===== config.mk =====
export PLATFORM = sky130hd
export DESIGN_NAME = maze_run_controller
export DESIGN_NICKNAME = d
export VERILOG_FILES = /design/src/rtl/maze_pkg.sv /design/src/rtl/maze_pose_tracker.sv /design/src/rtl/maze_run_controller.sv
export SDC_FILE = /design/constraint.sdc
export NUM_CORES = 1
export LEC_CHECK = 0
export BUFFER_PORTS_ARGS = -buffer_cell sky130_fd_sc_hd__buf_2
export CORE_AREA = 5 5 69 77
export CTS_CLUSTER_SIZE = 14
export DETAILED_ROUTE_END_ITERATION = 12
export DIE_AREA = 0 0 74 82
export GPL_TIMING_DRIVEN = 0
export PLACE_DENSITY = 0.75
export SYNTH_ARGS = -nofsm -noshare
export SYNTH_HDL_FRONTEND = slang
export SYNTH_SLANG_ARGS = --single-unit

===== constraint.sdc =====
create_clock -name clk -period 4 [get_ports clk]
set_input_delay 0.8 -clock clk [delete_from_list [all_inputs] [get_ports clk]]
set_output_delay 0.8 -clock clk [all_outputs]
set_load 0.05 [all_outputs]

===== src/rtl/maze_pkg.sv =====
// Shared definitions for the maze explorer, the run controller and the bench:
// move codes, heading and error encodings, default grid geometry.
package maze_pkg;

  localparam logic [2:0] MV_STOP    = 3'd0;
  localparam logic [2:0] MV_FORWARD = 3'd1;
  localparam logic [2:0] MV_LEFT    = 3'd2;
  localparam logic [2:0] MV_RIGHT   = 3'd3;
  localparam logic [2:0] MV_U_TURN  = 3'd4;

  localparam logic [1:0] HDG_N = 2'd0;
  localparam logic [1:0] HDG_E = 2'd1;
  localparam logic [1:0] HDG_S = 2'd2;
  localparam logic [1:0] HDG_W = 2'd3;

  localparam logic [1:0] ERR_NONE    = 2'd0;
  localparam logic [1:0] ERR_ILLEGAL = 2'd1;
  localparam logic [1:0] ERR_BOUNDS  = 2'd2;
  localparam logic [1:0] ERR_BUDGET  = 2'd3;

  localparam int DEF_ROWS      = 9;
  localparam int DEF_COLS      = 9;
  localparam int DEF_START_R   = 4;
  localparam int DEF_START_C   = 0;
  localparam int DEF_EXIT_R    = 4;
  localparam int DEF_EXIT_C    = 8;
  localparam int DEF_MAX_STEPS = 255;

  typedef enum logic [2:0] {
    ST_IDLE,
    ST_WAIT_MV,
    ST_ISSUE,
    ST_EXEC,
    ST_CHECK,
    ST_DONE,
    ST_FAULT
  } run_state_t;

endpackage


===== src/rtl/maze_pose_tracker.sv =====
// Heading, position and move counters for the robot, updated once per finished
// motion; also flags a FORWARD that would leave the grid and arrival at the exit.
module maze_pose_tracker
  import maze_pkg::*;
#(
  parameter int ROWS    = DEF_ROWS,
  parameter int COLS    = DEF_COLS,
  parameter int START_R = DEF_START_R,
  parameter int START_C = DEF_START_C,
  parameter int EXIT_R  = DEF_EXIT_R,
  parameter int EXIT_C  = DEF_EXIT_C
) (
  input  logic       clk,
  input  logic       rst_n,
  input  logic       init,
  input  logic       update,
  input  logic [2:0] code,
  output logic [3:0] pos_row,
  output logic [3:0] pos_col,
  output logic [1:0] heading,
  output logic [3:0] deadends,
  output logic [7:0] steps,
  output logic       oob,
  output logic       at_exit
);

  localparam logic signed [4:0] ROW_MAX = 5'(ROWS - 1);
  localparam logic signed [4:0] COL_MAX = 5'(COLS - 1);

  logic signed [4:0] tgt_row;
  logic signed [4:0] tgt_col;

  // Signed 5-bit target so that stepping off row/col 0 shows up as -1
  always_comb begin
    tgt_row = {1'b0, pos_row};
    tgt_col = {1'b0, pos_col};
    case (heading)
      HDG_N:   tgt_row = tgt_row - 5'sd1;
      HDG_E:   tgt_col = tgt_col + 5'sd1;
      HDG_S:   tgt_row = tgt_row + 5'sd1;
      default: tgt_col = tgt_col - 5'sd1;
    endcase
  end

  assign oob = (code == MV_FORWARD) &&
               ((tgt_row < 5'sd0) || (tgt_row > ROW_MAX) ||
                (tgt_col < 5'sd0) || (tgt_col > COL_MAX));

  assign at_exit = (pos_row == 4'(EXIT_R)) && (pos_col == 4'(EXIT_C));

  always_ff @(posedge clk) begin
    if (!rst_n || init) begin
      pos_row  <= 4'(START_R);
      pos_col  <= 4'(START_C);
      heading  <= HDG_E;
      deadends <= 4'd0;
      steps    <= 8'd0;
    end else if (update) begin
      case (code)
        MV_FORWARD: begin
          if (!oob) begin
            pos_row <= tgt_row[3:0];
            pos_col <= tgt_col[3:0];
            steps   <= steps + 8'd1;
          end
        end
        MV_LEFT:  heading <= heading - 2'd1;
        MV_RIGHT: heading <= heading + 2'd1;
        MV_U_TURN: begin
          heading <= heading + 2'd2;
          if (deadends != 4'd15) deadends <= deadends + 4'd1;
        end
        default: ;
      endcase
    end
  end

endmodule


===== src/rtl/maze_run_controller.sv =====
// Run sequencer: takes one move from the explorer, hands it to the motor over
// valid/ready, waits for completion, then checks for exit, budget or fault.
module maze_run_controller
  import maze_pkg::*;
#(
  parameter int ROWS      = DEF_ROWS,
  parameter int COLS      = DEF_COLS,
  parameter int START_R   = DEF_START_R,
  parameter int START_C   = DEF_START_C,
  parameter int EXIT_R    = DEF_EXIT_R,
  parameter int EXIT_C    = DEF_EXIT_C,
  parameter int MAX_STEPS = DEF_MAX_STEPS
) (
  input  logic       clk,
  input  logic       rst_n,
  input  logic       start,
  input  logic       mv_valid,
  input  logic [2:0] mv_code,
  output logic       mv_ready,
  output logic       mot_valid,
  output logic [2:0] mot_cmd,
  input  logic       mot_ready,
  input  logic       mot_done,
  output logic [3:0] pos_row,
  output logic [3:0] pos_col,
  output logic [1:0] heading,
  output logic [3:0] deadends,
  output logic [7:0] steps,
  output logic       busy,
  output logic       done,
  output logic [1:0] error
);

  run_state_t state;
  logic       idle_like;
  logic       pose_init;
  logic       pose_update;
  logic       fwd_oob;
  logic       at_exit;

  assign idle_like   = (state == ST_IDLE) || (state == ST_DONE) || (state == ST_FAULT);
  assign pose_init   = idle_like && start;
  assign pose_update = (state == ST_EXEC) && mot_done;

  maze_pose_tracker #(
    .ROWS    (ROWS),
    .COLS    (COLS),
    .START_R (START_R),
    .START_C (START_C),
    .EXIT_R  (EXIT_R),
    .EXIT_C  (EXIT_C)
  ) u_pose (
    .clk      (clk),
    .rst_n    (rst_n),
    .init     (pose_init),
    .update   (pose_update),
    .code     (mot_cmd),
    .pos_row  (pos_row),
    .pos_col  (pos_col),
    .heading  (heading),
    .deadends (deadends),
    .steps    (steps),
    .oob      (fwd_oob),
    .at_exit  (at_exit)
  );

  // mot_cmd doubles as the latched move code for the pose update in EXEC
  always_ff @(posedge clk) begin
    if (!rst_n) begin
      state     <= ST_IDLE;
      mv_ready  <= 1'b0;
      mot_valid <= 1'b0;
      mot_cmd   <= MV_STOP;
      busy      <= 1'b0;
      done      <= 1'b0;
      error     <= ERR_NONE;
    end else begin
      case (state)
        ST_IDLE, ST_DONE, ST_FAULT: begin
          if (start) begin
            state    <= ST_WAIT_MV;
            mv_ready <= 1'b1;
            busy     <= 1'b1;
            done     <= 1'b0;
            error    <= ERR_NONE;
          end
        end
        ST_WAIT_MV: begin
          if (mv_valid) begin
            mv_ready <= 1'b0;
            if (mv_code == MV_STOP) begin
              state <= ST_DONE;
              busy  <= 1'b0;
              done  <= 1'b1;
            end else if (mv_code > MV_U_TURN) begin
              state <= ST_FAULT;
              busy  <= 1'b0;
              error <= ERR_ILLEGAL;
            end else begin
              state     <= ST_ISSUE;
              mot_valid <= 1'b1;
              mot_cmd   <= mv_code;
            end
          end
        end
        ST_ISSUE: begin
          if (mot_ready) begin
            state     <= ST_EXEC;
            mot_valid <= 1'b0;
          end
        end
        ST_EXEC: begin
          if (mot_done) begin
            if (fwd_oob) begin
              state <= ST_FAULT;
              busy  <= 1'b0;
              error <= ERR_BOUNDS;
            end else begin
              state <= ST_CHECK;
            end
          end
        end
        ST_CHECK: begin
          if (at_exit) begin
            state <= ST_DONE;
            busy  <= 1'b0;
            done  <= 1'b1;
          end else if (steps == 8'(MAX_STEPS)) begin
            state <= ST_FAULT;
            busy  <= 1'b0;
            error <= ERR_BUDGET;
          end else begin
            state    <= ST_WAIT_MV;
            mv_ready <= 1'b1;
          end
        end
        default: state <= ST_IDLE;
      endcase
    end
  end

endmodule

==> impl_metrics.json <==
{
  "status": "finished, final reports clean",
  "wl_per_cell_um": 14.5,
  "min_period_ps": 3470,
  "syn_area_mm2": 0.00238,
  "synth.area.top_cells": "dfxtp_1 (29%), ha_1 (6.8%), nand2_1 (5.2%)",
  "ant_nets": 0,
  "cts.sinks": 34,
  "vdd_drop_max_v": 0.000308,
  "grt_pass1_vias": 2224,
  "fill_cells": 435,
  "synth-edff-count": 0,
  "tritoncts": "done",
  "period_share_pct": 86.8,
  "rows": 26,
  "dp.cells": 395,
  "initial_core_util_pct": 52.6,
  "endpoint_kind": "register",
  "multi_input_area_mm2": 0.00154,
  "async_flop_share_pct": 0,
  "ios": 40,
  "hold_viol": 0,
  "grt_pass1_wl_um": 9820,
  "slowest_stage": "dfxtp_1",
  "firstDrtPassIters": 4,
  "ys_seq_area_share_pct": 28.6,
  "place_congestion": 0.844,
  "holdWs_ps": 440,
  "worst_setup_path_start_kind": "register",
  "regArea_um2": 681,
  "finClkSkew_ps": 11.8,
  "crit_family": "buffers and inverters",
  "grt_use_total_pct": 20.4,
  "r2r_slack_ps": 530,
  "max_freq_ghz": 0.288,
  "cts.repair.resized": 0,
  "cts_hold_buf": 0,
  "post_cts_buffers": 0,
  "layout.nets": 369,
  "rsz0062_at_grt": "false",
  "worst_slew_pin_slew_ps": 1130,
  "cp_slowest_stage_delay_ps": 360,
  "worst_ep_arrival_time_ps": 3630,
  "hold_path.class": "register to register",
  "syn_nets": 323,
  "p_per_area_mw_per_mm2": 431,
  "p_leak_nw": 1.15,
  "synth_area_per_cell_um2": 7.92,
  "grt_start_max_net_pins": 12,
  "synth.distinct_cells": 56,
  "die_w_um": 74,
  "port_buffers": 39,
  "crit_type": "register to register",
  "cts_root_buf": "clkbuf_8",
  "dp_hpwl_um": 4330,
  "drc": 0,
  "report.final.slew_viol_count": 0,
  "cp.required_ps": 4160,
  "max-cap-violations": 0,
  "ys.flop_type": "dfxtp_1",
  "num_vias": 2383,
  "fin_ws_ps": 530,
  "cts_max_level": 2,
  "clk_pin_slew_worst_paths_ps": 80,
  "cts_buffer_depth": 2,
  "syn_to_final_growth_pct": 14.8,
  "cts_buffers": 5,
  "die_h_um": 82,
  "pre_cts_ws_ps": 524,
  "yosysWarnings": 0,
  "dieArea_mm2": 0.00607,
  "vias_per_cell": 5.91,
  "synth_top_area_cell": "dfxtp_1",
  "drtIter0Drc": 191,
  "crit_chain": "clkbuf_1, inv_1, ha_1, buf_6, xnor2_1, ha_1, o211a_1, or3_1, a21oi_2, o211ai_4, buf_6, buf_2, o31ai_1, nand3_1",
  "routed_wl_um": 5830,
  "grt_remaining_overflow": 0,
  "antenna_found_initial": 0,
  "finalSetupViolations": 0,
  "clkLatencyLatePin_ps": 300,
  "synth_top_area_share_pct": 28.6,
  "final_cells": 403,
  "path_max_fanout": 10,
  "synthCells": 300,
  "core_mm2": 0.00452,
  "crit_buf_inv": 5,
  "ys_ff_latch": 34,
  "slew_headroom_pct": 24.2,
  "drive_above_1_share_pct": 18.4,
  "final_core_util_pct": 60.3,
  "tns_ps": 0,
  "antenna_cells": 0
}
layout make-up:
class | count | share of cell area, %
sequential | 34 | 24.9
timing repair buffer | 39 | 7.15
inverter | 15 | 2.06
clock buffer | 6 | 2.66
buffer | 18 | 3.71
clock inverter | 2 | 0.504
multi-input combinational | 233 | 56.4
tap | 56 | 2.57
layout by cell type (no fill, tap or decap), types with 2 or more instances in the layout:
master,netlist,layout
nand3_1,10,10
o22ai_1,2,2
or3_1,6,6
buf_2,3,42
a21oi_1,24,24
nor2_1,23,23
clkbuf_1,11,12
xnor2_1,7,7
nand4_1,4,4
nand2b_1,4,4
o31a_1,2,2
or4_1,8,8
inv_1,15,15
ha_1,13,13
nor4_1,6,6
nand2_1,33,33
mux2i_1,6,6
a31oi_1,6,6
xor2_1,5,5
nor4b_1,3,3
o21a_1,2,2
o21ai_0,9,9
and3_1,3,3
o21ai_1,6,6
nor3_1,8,8
nor2b_1,4,4
and2_1,2,2
clkbuf_8,0,5
buf_6,4,4
o211a_1,3,3
dfxtp_1,34,34
o31ai_1,9,9
routing by layer:
metal | up-vias | wire length [um] | share of wire [%] | global-route usage (%)
met4 | 0 | 88 | 1.5 | 8.15
met2 | 71 | 2840 | 49 | 34.8
met5 | - | 0 | 0 | 0
met1 | 1123 | 2620 | 45 | 25.0
li1 | 1179 | - | - | -
met3 | 10 | 278 | 4.8 | 3.92
power breakdown:
part / leakage (nW) / total (mW) / switching [mW] / internal [mW]
Sequential: 0.276 / 0.403 / 0.0244 / 0.379
Clock: 0.0452 / 0.255 / 0.132 / 0.123
Combinational: 0.832 / 0.517 / 0.357 / 0.160
path summary, 6_finish.rpt:
path                     start                 to  depth (start not counted)
max          u_pose.heading[0]  u_pose.pos_row[2]                         14
min                   error[1]           error[1]                          2
max reg2reg  u_pose.heading[0]  u_pose.pos_row[2]                         14
min reg2reg           error[1]           error[1]                          2
worst min-delay path, delay by kind of cell, from the launching register on:
family | cells | cell delay, ps
AO/OA/AOI/OAI | 1 | 50
buffers and inverters | 1 | 40
flip-flops | 1 | 310
state kept, by name (all words and copies together), names as in the netlist:
name	cells
u_pose.heading	2
mv_ready	1
mot_valid	1
u_pose.pos_row	4
done	1
u_pose.steps	8
mot_cmd	3
state	3
u_pose.pos_col	4
error	2
busy	1
u_pose.deadends	4
synthesized netlist by cell type, types with 4 or more instances:
cell and number:
a21oi_1 24, a31oi_1 6, buf_6 4, clkbuf_1 11
dfxtp_1 34, ha_1 13, inv_1 15, mux2i_1 6
nand2_1 33, nand2b_1 4, nand3_1 10, nand4_1 4
nor2_1 23, nor2b_1 4, nor3_1 8, nor4_1 6
o21ai_0 9, o21ai_1 6, o31ai_1 9, or3_1 6
or4_1 8, xnor2_1 7, xor2_1 5
through the flow:
step,cell area [um^2],total power [mW]
finish,2730,1.18
global route,2730,1.26
CTS,2730,1.18
detailed placement,2640,0.920
global placement,2640,0.914
floorplan,2380,0.808
kinds of logic after synthesis:
family | after synthesis | synth area share, %
AO/OA/AOI/OAI | 78 | 22.8
XOR/XNOR | 12 | 4.42
adder cells (fa/ha/maj) | 15 | 8.11
buffers and inverters | 33 | 6.63
flip-flops | 34 | 28.6
multiplexers | 6 | 2.53
AND/OR/NAND/NOR | 122 | 26.9
Power figures use the tool's default switching activity.
